[config.mk]
export PLATFORM = sky130hd
export DESIGN_NAME = uart_tx_fifo
export DESIGN_NICKNAME = d
export VERILOG_FILES = /design/src/rtl/uart_tx_fifo.sv
export SDC_FILE = /design/constraint.sdc
export NUM_CORES = 1
export LEC_CHECK = 0
export CORE_MARGIN = 2
export CORE_UTILIZATION = 52
export DETAILED_ROUTE_END_ITERATION = 12
export PLACE_DENSITY = 0.71
export REMOVE_ABC_BUFFERS = 1
export SYNTH_ARGS = -nofsm -noshare
export SYNTH_HDL_FRONTEND = slang
export SYNTH_SLANG_ARGS = --single-unit
[constraint.sdc]
create_clock -name i_clk -period 3.6 [get_ports i_clk]
set_clock_uncertainty 0.05 [all_clocks]
set_input_delay 0.54 -clock i_clk [delete_from_list [all_inputs] [get_ports i_clk]]
set_output_delay 0.54 -clock i_clk [all_outputs]
set_load 0.03 [all_outputs]
[src/rtl/uart_tx_fifo.sv]
// ---------------------------------------------------------------------------
// uart_tx_fifo
//   Byte FIFO plus transmit scheduler for the serial echo path. Bytes from the
//   UART receiver are buffered on each data-ready strobe. They are then handed
//   to the transmitter one at a time. A new start is issued only once the
//   transmitter reports idle, so no byte is lost while a frame is in flight.
//
// Parameters
//   DATA_WIDTH   width of one buffered word
//   DEPTH_LOG2   log2 of the FIFO depth
//   ACK_TIMEOUT  cycles to wait for i_tx_busy to rise after a start
//
// Ports
//   i_clk        system clock, rising edge
//   i_rst_n      asynchronous active-low reset
//   i_rx_data    byte from receiver, qualified by i_rx_valid
//   i_rx_valid   one-cycle receive strobe
//   i_tx_busy    transmitter busy
//   i_clear_ovf  synchronous clear of the sticky overflow flag
//   o_tx_data    byte to transmitter, held from one pop to the next
//   o_tx_start   one-cycle start strobe to transmitter
//   o_count      FIFO occupancy, 0..2**DEPTH_LOG2
//   o_full       occupancy equals depth
//   o_empty      occupancy is zero
//   o_overflow   sticky: a byte was dropped because the FIFO was full
// ---------------------------------------------------------------------------
module uart_tx_fifo #(
    parameter int DATA_WIDTH  = 8,
    parameter int DEPTH_LOG2  = 4,
    parameter int ACK_TIMEOUT = 4
) (
    input  logic                  i_clk,
    input  logic                  i_rst_n,
    input  logic [DATA_WIDTH-1:0] i_rx_data,
    input  logic                  i_rx_valid,
    input  logic                  i_tx_busy,
    input  logic                  i_clear_ovf,
    output logic [DATA_WIDTH-1:0] o_tx_data,
    output logic                  o_tx_start,
    output logic [DEPTH_LOG2:0]   o_count,
    output logic                  o_full,
    output logic                  o_empty,
    output logic                  o_overflow
);

    localparam int                DEPTH  = 1 << DEPTH_LOG2;
    localparam int                TMR_W  = (ACK_TIMEOUT > 1) ? $clog2(ACK_TIMEOUT) : 1;
    localparam logic [DEPTH_LOG2:0] C_FULL = (DEPTH_LOG2 + 1)'(DEPTH);
    localparam logic [TMR_W-1:0]  C_TMO_LAST = TMR_W'(ACK_TIMEOUT - 1);

    typedef enum logic [1:0] {
        IDLE  = 2'd0,
        LOAD  = 2'd1,
        ACK   = 2'd2,
        DRAIN = 2'd3
    } state_t;

    logic [DATA_WIDTH-1:0] r_mem [DEPTH];
    logic [DEPTH_LOG2-1:0] r_wr_ptr;
    logic [DEPTH_LOG2-1:0] r_rd_ptr;
    logic [DEPTH_LOG2:0]   r_count;
    logic                  r_overflow;
    state_t                r_state;
    logic [TMR_W-1:0]      r_timer;
    logic [DATA_WIDTH-1:0] r_tx_data;
    logic                  r_tx_start;

    logic w_full;
    logic w_empty;
    logic w_wr;
    logic w_pop;

    // Flags come from the registered count, so a byte written this cycle is
    // not visible to the pop decision until the next one.
    assign w_full  = (r_count == C_FULL);
    assign w_empty = (r_count == '0);
    assign w_wr    = i_rx_valid & ~w_full;
    assign w_pop   = (r_state == IDLE) & ~w_empty & ~i_tx_busy;

    // Storage carries no reset; stale entries are unreachable once the
    // pointers are cleared.
    always_ff @(posedge i_clk) begin
        if (w_wr) begin
            r_mem[r_wr_ptr] <= i_rx_data;
        end
    end

    always_ff @(posedge i_clk or negedge i_rst_n) begin
        if (!i_rst_n) begin
            r_wr_ptr   <= '0;
            r_rd_ptr   <= '0;
            r_count    <= '0;
            r_overflow <= 1'b0;
        end else begin
            if (w_wr) begin
                r_wr_ptr <= r_wr_ptr + 1'b1;
            end
            if (w_pop) begin
                r_rd_ptr <= r_rd_ptr + 1'b1;
            end
            case ({w_wr, w_pop})
                2'b10:   r_count <= r_count + 1'b1;
                2'b01:   r_count <= r_count - 1'b1;
                default: r_count <= r_count;
            endcase
            // A drop in the same cycle as a clear request wins.
            if (i_rx_valid && w_full) begin
                r_overflow <= 1'b1;
            end else if (i_clear_ovf) begin
                r_overflow <= 1'b0;
            end
        end
    end

    always_ff @(posedge i_clk or negedge i_rst_n) begin
        if (!i_rst_n) begin
            r_state    <= IDLE;
            r_timer    <= '0;
            r_tx_data  <= '0;
            r_tx_start <= 1'b0;
        end else begin
            case (r_state)
                IDLE: begin
                    r_tx_start <= 1'b0;
                    if (w_pop) begin
                        r_tx_data  <= r_mem[r_rd_ptr];
                        r_tx_start <= 1'b1;
                        r_state    <= LOAD;
                    end
                end
                LOAD: begin
                    r_tx_start <= 1'b0;
                    r_timer    <= '0;
                    r_state    <= ACK;
                end
                ACK: begin
                    // Busy never rising is treated as a completed send so a
                    // missing transmitter cannot stall the queue.
                    if (i_tx_busy) begin
                        r_state <= DRAIN;
                    end else if (r_timer == C_TMO_LAST) begin
                        r_state <= IDLE;
                    end else begin
                        r_timer <= r_timer + 1'b1;
                    end
                end
                DRAIN: begin
                    if (!i_tx_busy) begin
                        r_state <= IDLE;
                    end
                end
                default: begin
                    r_state    <= IDLE;
                    r_tx_start <= 1'b0;
                end
            endcase
        end
    end

    assign o_tx_data  = r_tx_data;
    assign o_tx_start = r_tx_start;
    assign o_count    = r_count;
    assign o_full     = w_full;
    assign o_empty    = w_empty;
    assign o_overflow = r_overflow;

endmodule
==> results.md, run 1 <==
- Status: finished, final reports clean
- Slowest cell on crit path: or4_4
- Vias in the first global route: 3318
- Wire per inst: 20.73 um
- Drt via density: 5.743
- Core Footprint: 12010 um2
- Crit path max-delay family: simple AND/OR/NAND/NOR gates
- Layout Area Growth over Synthesis: 16.15%
- Final Hold Fails: 0
- Worst Path Max Fanout: 10
- MaxCap Viol Count: 0
- CTS root buf: clkbuf_16
- Worst Setup Start Kind: flip-flop
- WL final: 11780 um
- Die Ht: 115.1 um
- CTS resizes: 0
- Post-layout min period: 3103 ps
- Synth Cell Area: 6422 um2
- Synthesized flop and latch total: 155
- CP Class: reg -> reg
- Asr flop ratio synth: 17.42%
- GR Util met2: 32.24%
- Yosys cell types: 42
- ANT nets after route: 0
- DRT iter0 DRCs: 266
- Min Hold Slack: 430.1 ps
- Fraction of synthesized cell area in xor and xnor cells: 1.364%
- Slew @ Worst Pin: 1147 ps
- Hpwl dp: 7400 um
- Starting density of the core: 53.47%
- Die X: 115.1 um
- CP peak stage delay: 570 ps
- Area leader, netlist: edfxtp_1
- Post-synth top cells: edfxtp_1 (128), dfrtp_1 (27), nand2_1 (26)
- Synth top area share: 59.85%
- CTS tree: yes
- Die footprint: 13260 um2
- Met3 Use GR: 6.168%
- Number of buffers on the longest clock path: 2
- DR vias: 3262
- Final setup vio count: 0
- Post-synth EDFFs: 128
- Final cycle utilization of the critical path: 86.21%
- Setup ws final: 496.6 ps
- Row cnt: 40
- Worst path bufs/invs: 1
- Slew margin rel.: 23.31%
- Gr ovfl total: 0
- M1 GR Usage: 23.58%
- Leak Pwr: 2.653 nW
- # hold bufs at CTS: 0
- Fillers: 859
- CTS clk-pin slew, worst paths: 60 ps
- Primary FF master, synth: edfxtp_1
- Largest family of logic cells by synthesized area: multiplexers
- DRC errors left: 0
- Slew Viols, Final: 0
- Total Negative Setup Slacks: 0 ps
- CTS sink count: 155
- Average size of a mapped cell: 17.89 um2
- GRT Resource Usage Total: 19.49%
- Initial antenna violation count: 0
- CP dominant cell by count: ha_1
- FMAX: 0.3222 GHz
- IO buf count: 29
- GRT Max-Usage Layer: met2
- Crit end category: flip-flop
- Total setup buffers inserted after CTS: 0
- RSZ-0062 raised after global routing: no
- Synth Area in Compound Gates: 3.292%
- Num CTS Buffers: 17
- Final Wtd Congestion: 0.7839
- Share of cells above drive strength 1: 19.95%
- Clk_lat worst skew: 420 ps
- Worst path cell trace: or4_4, o21ai_2, inv_1, ha_1, xor2_1, ha_1, nor2b_1, o21ai_0, a21oi_1, nor4b_1
- Total power: 5.827 mW
- Min-delay worst type: reg -> reg
- Post-synthesis sequential area ratio: 70.37%
- Multiplexer area fraction after synthesis: 15.27%
- Post-Syn Instances: 359
- Critical path required time: 3850 ps
- VDD IR max: 0.5016 mV
- Synth warn: 0
- P per Cell Area: 781.1 nW/um2
- # diodes: 0
- Global-route wire length before repair: 18000 um
- H-tree depth: 4
- Synth Area in Adders: 1.948%
- Final nets: 431
- Worst Path Arrival: 3350 ps
- Io pins: 30
- Dominant cell by count in the synthesized netlist: edfxtp_1
- Area contributors post-synth: edfxtp_1 (60%), dfrtp_1 (11%), mux4_2 (8.4%)
- Largest net degree at the start of global routing: 23
- First-pass DRT Iterations: 4
- Simple-gate share of the synthesized area: 5.065%
- Pre-CTS worst setup slack: 298.1 ps
worst register-to-register path, delay by kind of cell, from the launching register on:
| kind | cells | cell delay, ps |
|---|---|---|
| DFF | 1 | 480 |
| xor gates and xnor gates | 1 | 190 |
| AOI/OAI and AO/OA | 3 | 530 |
| and+or+nand+nor | 3 | 1070 |
| buffers and inverters | 1 | 110 |
| adders and majority gates | 2 | 560 |
layout by cell type (no fill, tap or decap), types with 8 or more instances in the layout:
cell type        count
buf_4               22
ha_1                10
mux2_2               8
mux4_1               8
mux4_2              24
clkbuf_16           17
nor2_1              21
edfxtp_1           128
dfrtp_1             26
o21ai_0             12
clkdlybuf4s50_1     29
nand2_1             26
mux2i_1             14
where the power goes:
part           leakage [nW]  switching (mW)  internal [mW]  total [mW]
registers              1.49           0.323           2.23        2.55
logic                 0.892           0.790          0.837        1.63
clock network         0.273           0.647           1.00        1.65
total                  2.65            1.76           4.07        5.83
routing by layer:
metal  vias to the layer above  share of wire, %
met1                      1647                39
li1                       1495                 -
met2                        94                51
met3                        26               6.3
met4                         0               3.2
met5                         -                 0
cell type report:
class | instances | area [um2] | share of cell area (%)
clock buffer | 21 | 440.4 | 5.904
multi-input combinational | 176 | 1730 | 23.20
clock inverter | 11 | 102.6 | 1.375
tap | 147 | 183.9 | 2.466
timing repair buffer | 51 | 455.4 | 6.105
inverter | 7 | 26.28 | 0.3522
sequential | 155 | 4521 | 60.60
worst paths after layout:
| check | start | end | slack [ps] | cells after the start |
|---|---|---|---|---|
| min in group asynchronous | i_rst_n | o_count[2]$_DFFE_PN0P_ | 680 | 1 |
| hold / removal | o_tx_data[3]$_DFFE_PN0P_ | o_tx_data[3]$_DFFE_PN0P_ | 430 | 2 |
| setup reg to reg | o_count[1]$_DFFE_PN0P_ | o_count[4]$_DFFE_PN0P_ | 500 | 10 |
| max in group asynchronous | i_rst_n | r_rd_ptr[0]$_DFFE_PN0P_ | 2050 | 1 |
| setup / recovery | o_count[1]$_DFFE_PN0P_ | o_count[4]$_DFFE_PN0P_ | 500 | 10 |
| hold reg to reg | o_tx_data[3]$_DFFE_PN0P_ | o_tx_data[3]$_DFFE_PN0P_ | 430 | 2 |
flip-flops by register name, summed over array words and instances (netlist names):
| name | count |
|---|---|
| r_state | 2 |
| o_tx_data | 8 |
| r_timer | 2 |
| r_rd_ptr | 4 |
| o_overflow | 1 |
| r_mem | 128 |
| r_wr_ptr | 4 |
| o_count | 5 |
| o_tx_start | 1 |
kinds of logic after synthesis:
kind of cell,after synthesis
AND/OR/NAND/NOR,70
XOR/XNOR,10
adder cells (fa/ha/maj),10
flip-flops,155
multiplexers,54
AO/OA/AOI/OAI,32
buffers and inverters,28
through the flow:
stage / area [um2] / util, % / instances
floorplan: 6276 / - / 338
global placement: 6917 / 57.58 / 536
detailed placement: 6917 / 57.58 / 536
CTS: 7460 / 62.10 / 568
global route: 7460 / 62.10 / 568
finish: 7460 / 62.10 / 568
(Power assumes the default switching activity.)
==> inputs of run 2 (changes only) <==
--- a/config.mk
+++ b/config.mk
@@ -9,6 +9,7 @@
 export CORE_UTILIZATION = 52
 export DETAILED_ROUTE_END_ITERATION = 12
 export PLACE_DENSITY = 0.71
+export RECOVER_POWER = 100
 export REMOVE_ABC_BUFFERS = 1
 export SYNTH_ARGS = -nofsm -noshare
 export SYNTH_HDL_FRONTEND = slang
==> run 2 against run 1 <==
Total power shrank 0.97%; sequential power about the same; fmax decreased by 0.17%; worst hold slack worse by 5.5 ps; critical path depth unchanged; via count up 0.61%; largest cell class unchanged; sequential share of layout area grew 0.62 points; highest routed layer unchanged; wire length is essentially flat; combinational power decreased by 4%; setup slack got worse by 5.3 ps.
==> results.md, run 2 (synthesized netlist as in run 1, its figures left out) <==
- P per Cell Area: 781.4 nW/um2 (about the same)
- Io pins: 30 (unchanged)
- CP Class: reg -> reg
- Crit end category: flip-flop
- ANT nets after route: 0 (unchanged)
- Sw Share: 30.47% (+0.27 points)
- DRC errors left: 0 (unchanged)
- GRT Max-Usage Layer: met2
- Clock power frac: 28.7% (+0.4 points)
- M1 GR Usage: 23.58% (unchanged)
- Worst Path Arrival: 3360 ps (about the same)
- CP dominant cell by count: ha_1
- Core Footprint: 12010 um2 (unchanged)
- Global-route wire length before repair: 18000 um (unchanged)
- Drt via density: 5.778 (+0.61%)
- Final non-filler cell total: 568 (unchanged)
- Commonest cells after routing, fill and taps aside: edfxtp_1 (128), dlygate4sd3_1 (27), nand2_1 (26), dfrtp_1 (26), mux4_2 (24)
- Slew margin rel.: 22.83% (-0.49 points)
- Final setup vio count: 0 (unchanged)
- Reg2reg setup slack: 490 ps (about the same)
- IO buf count: 29 (unchanged)
- Worst R2R Path Depth: 10 (unchanged)
- Worst reg2reg startpoint: o_count[1]$_DFFE_PN0P_
- MaxCap Viol Count: 0 (unchanged)
- Die footprint: 13260 um2 (unchanged)
- Inst Count DP: 536 (unchanged)
- CTS tree: yes
- Largest net degree at the start of global routing: 23 (unchanged)
- Worst Path Max Fanout: 10 (unchanged)
- CTS clk-pin slew, worst paths: 60 ps (about the same)
- Critical path required time: 3850 ps (about the same)
- Net Sw Power: 1.758 mW (about the same)
- Hold Crit Start: o_tx_data[3]$_DFFE_PN0P_
- Row cnt: 40 (unchanged)
- Worst hold stages: 2 (unchanged)
- Pre-CTS worst setup slack: 298.1 ps (unchanged)
- Number of flip-flops in the largest register: 128 (unchanged)
- Min-delay worst type: reg -> reg
- Vias in the first global route: 3318 (unchanged)
- Initial antenna violation count: 0 (unchanged)
- GRT Resource Usage Total: 19.49% (unchanged)
- Worst path bufs/invs: 1 (unchanged)
- Met3 Use GR: 6.168% (unchanged)
- VDD IR max: 0.4909 mV (-2.1%)
- Total setup buffers inserted after CTS: 0 (unchanged)
- Slowest cell on crit path: or4_1
- Hold Crit Endpoint: o_tx_data[3]$_DFFE_PN0P_
- Slew Viols, Final: 0 (unchanged)
- Total Negative Setup Slacks: 0 ps (unchanged)
- Starting density of the core: 53.47% (unchanged)
- Sequential cell area: 4521 um2 (unchanged)
- Commonest non-fill, non-tap cell in the layout: edfxtp_1
- Slew @ Worst Pin: 1154 ps (+7.111 ps)
- Total power: 5.770 mW (-0.97%)
- Share of cells above drive strength 1: 15.20% (-4.8 points)
- Number of buffers on the longest clock path: 2 (unchanged)
- Worst path cell trace: or4_1, o21ai_2, inv_1, ha_1, xor2_1, ha_1, nor2b_1, o21ai_0, a21oi_1, nor4b_1
- Final nets: 431 (unchanged)
- RSZ-0062 raised after global routing: no
- P_int: 4.012 mW (-1.4%)
- Die Ht: 115.1 um (unchanged)
- Final Hold Fails: 0 (unchanged)
- CTS sink count: 155 (unchanged)
- CTS resizes: 0 (unchanged)
- Status: finished, final reports clean
- Reg with most FFs: r_mem
- Final Wtd Congestion: 0.7839 (unchanged)
- Worst r2r dst: o_count[4]$_DFFE_PN0P_
- Sequential share of power: 44.1% (+0.4 points)
- CTS root buf: clkbuf_16
- Post-layout min period: 3109 ps (+5.297 ps)
- Worst Setup Start Kind: flip-flop
- Fillers: 889 (+3.5%)
- Comb pwr share: 27.2% (-0.7 points)
- Setup ws final: 491.3 ps (-5.297 ps)
- Layout Area Growth over Synthesis: 14.98%
- GR Util met2: 32.24% (unchanged)
- H-tree depth: 4 (unchanged)
- WL final: 11770 um (about the same)
- Num CTS Buffers: 17 (unchanged)
- # hold bufs at CTS: 0 (unchanged)
- Crit path max-delay family: simple AND/OR/NAND/NOR gates
- First-pass DRT Iterations: 4 (unchanged)
- CP peak stage delay: 610 ps (+40 ps)
- Clk_lat worst skew: 420 ps (about the same)
- Final cycle utilization of the critical path: 86.35% (+0.15 points)
- Wire per inst: 20.73 um (about the same)
- Gr ovfl total: 0 (unchanged)
- # diodes: 0 (unchanged)
- Die X: 115.1 um (unchanged)
- DR vias: 3282 (+0.61%)
- Post-layout util: 61.48% (-0.62 points)
- DRT iter0 DRCs: 267 (+0.38%)
- Leak Pwr: 2.603 nW (-1.9%)
- Area taken by multi-input logic gates: 1727 um2 (-0.22%)
- FMAX: 0.3217 GHz (-0.17%)
- Hpwl dp: 7400 um (unchanged)
run 2: changes by cell type in the layout (fill, tap and decap cells not counted):
cell,previous run,this run
or4_4,1,0
clkbuf_1,4,23
dlygate4sd3_1,0,27
or4_1,0,1
clkdlybuf4s50_1,29,2
buf_4,22,3
run 2: cell type report:
| cell class | instances | share of cell area [%] |
|---|---|---|
| timing repair buffer | 51 | 5.202 |
| inverter | 7 | 0.3558 |
| clock inverter | 11 | 1.389 |
| tap | 147 | 2.491 |
| sequential | 155 | 61.22 |
| clock buffer | 21 | 5.964 |
| multi-input combinational | 176 | 23.38 |
run 2: power groups by stage:
stage               combinational [mW]  sequential, mW  clock [mW]
global placement                  1.60            2.57           0
floorplan                        0.917            2.70           0
CTS                               1.65            2.56        1.68
global route                      1.70            2.60        1.75
detailed placement                1.65            2.59           0
finish                            1.57            2.55        1.65
run 2: tightest hold or removal path, stage by stage, from the launching register on:
cell     delay (ps)
dfrtp_1         330
nand2_1          40
o21ai_0          60
run 2: routing by layer:
| metal | part of all wire [%] | vias up |
|---|---|---|
| met3 | 5.8 | 27 |
| met4 | 3.2 | 0 |
| met5 | 0 | - |
| li1 | - | 1498 |
| met1 | 40 | 1660 |
| met2 | 51 | 97 |
run 2: worst max path at each step:
stage                            from                endpoint  slack [ps]  cells after the start
3_3_place_gp               i_rx_valid  o_count[4]$_DFFE_PN0P_         500                     10
4_1_cts        o_count[1]$_DFFE_PN0P_  o_count[4]$_DFFE_PN0P_         500                     10
3_5_place_dp               i_rx_valid  o_count[4]$_DFFE_PN0P_         300                     10
6_report       o_count[1]$_DFFE_PN0P_  o_count[4]$_DFFE_PN0P_         490                     10
2_1_floorplan  o_count[1]$_DFFE_PN0P_  o_count[4]$_DFFE_PN0P_         270                     10
5_1_grt        o_count[1]$_DFFE_PN0P_  o_count[4]$_DFFE_PN0P_         320                     10
run 2: through the flow:
step	hold WS [ps]	area [um2]
global placement	417.7	6917
detailed placement	421.8	6917
CTS	434.5	7460
floorplan	194.4	6276
finish	424.6	7385
global route	470.0	7385
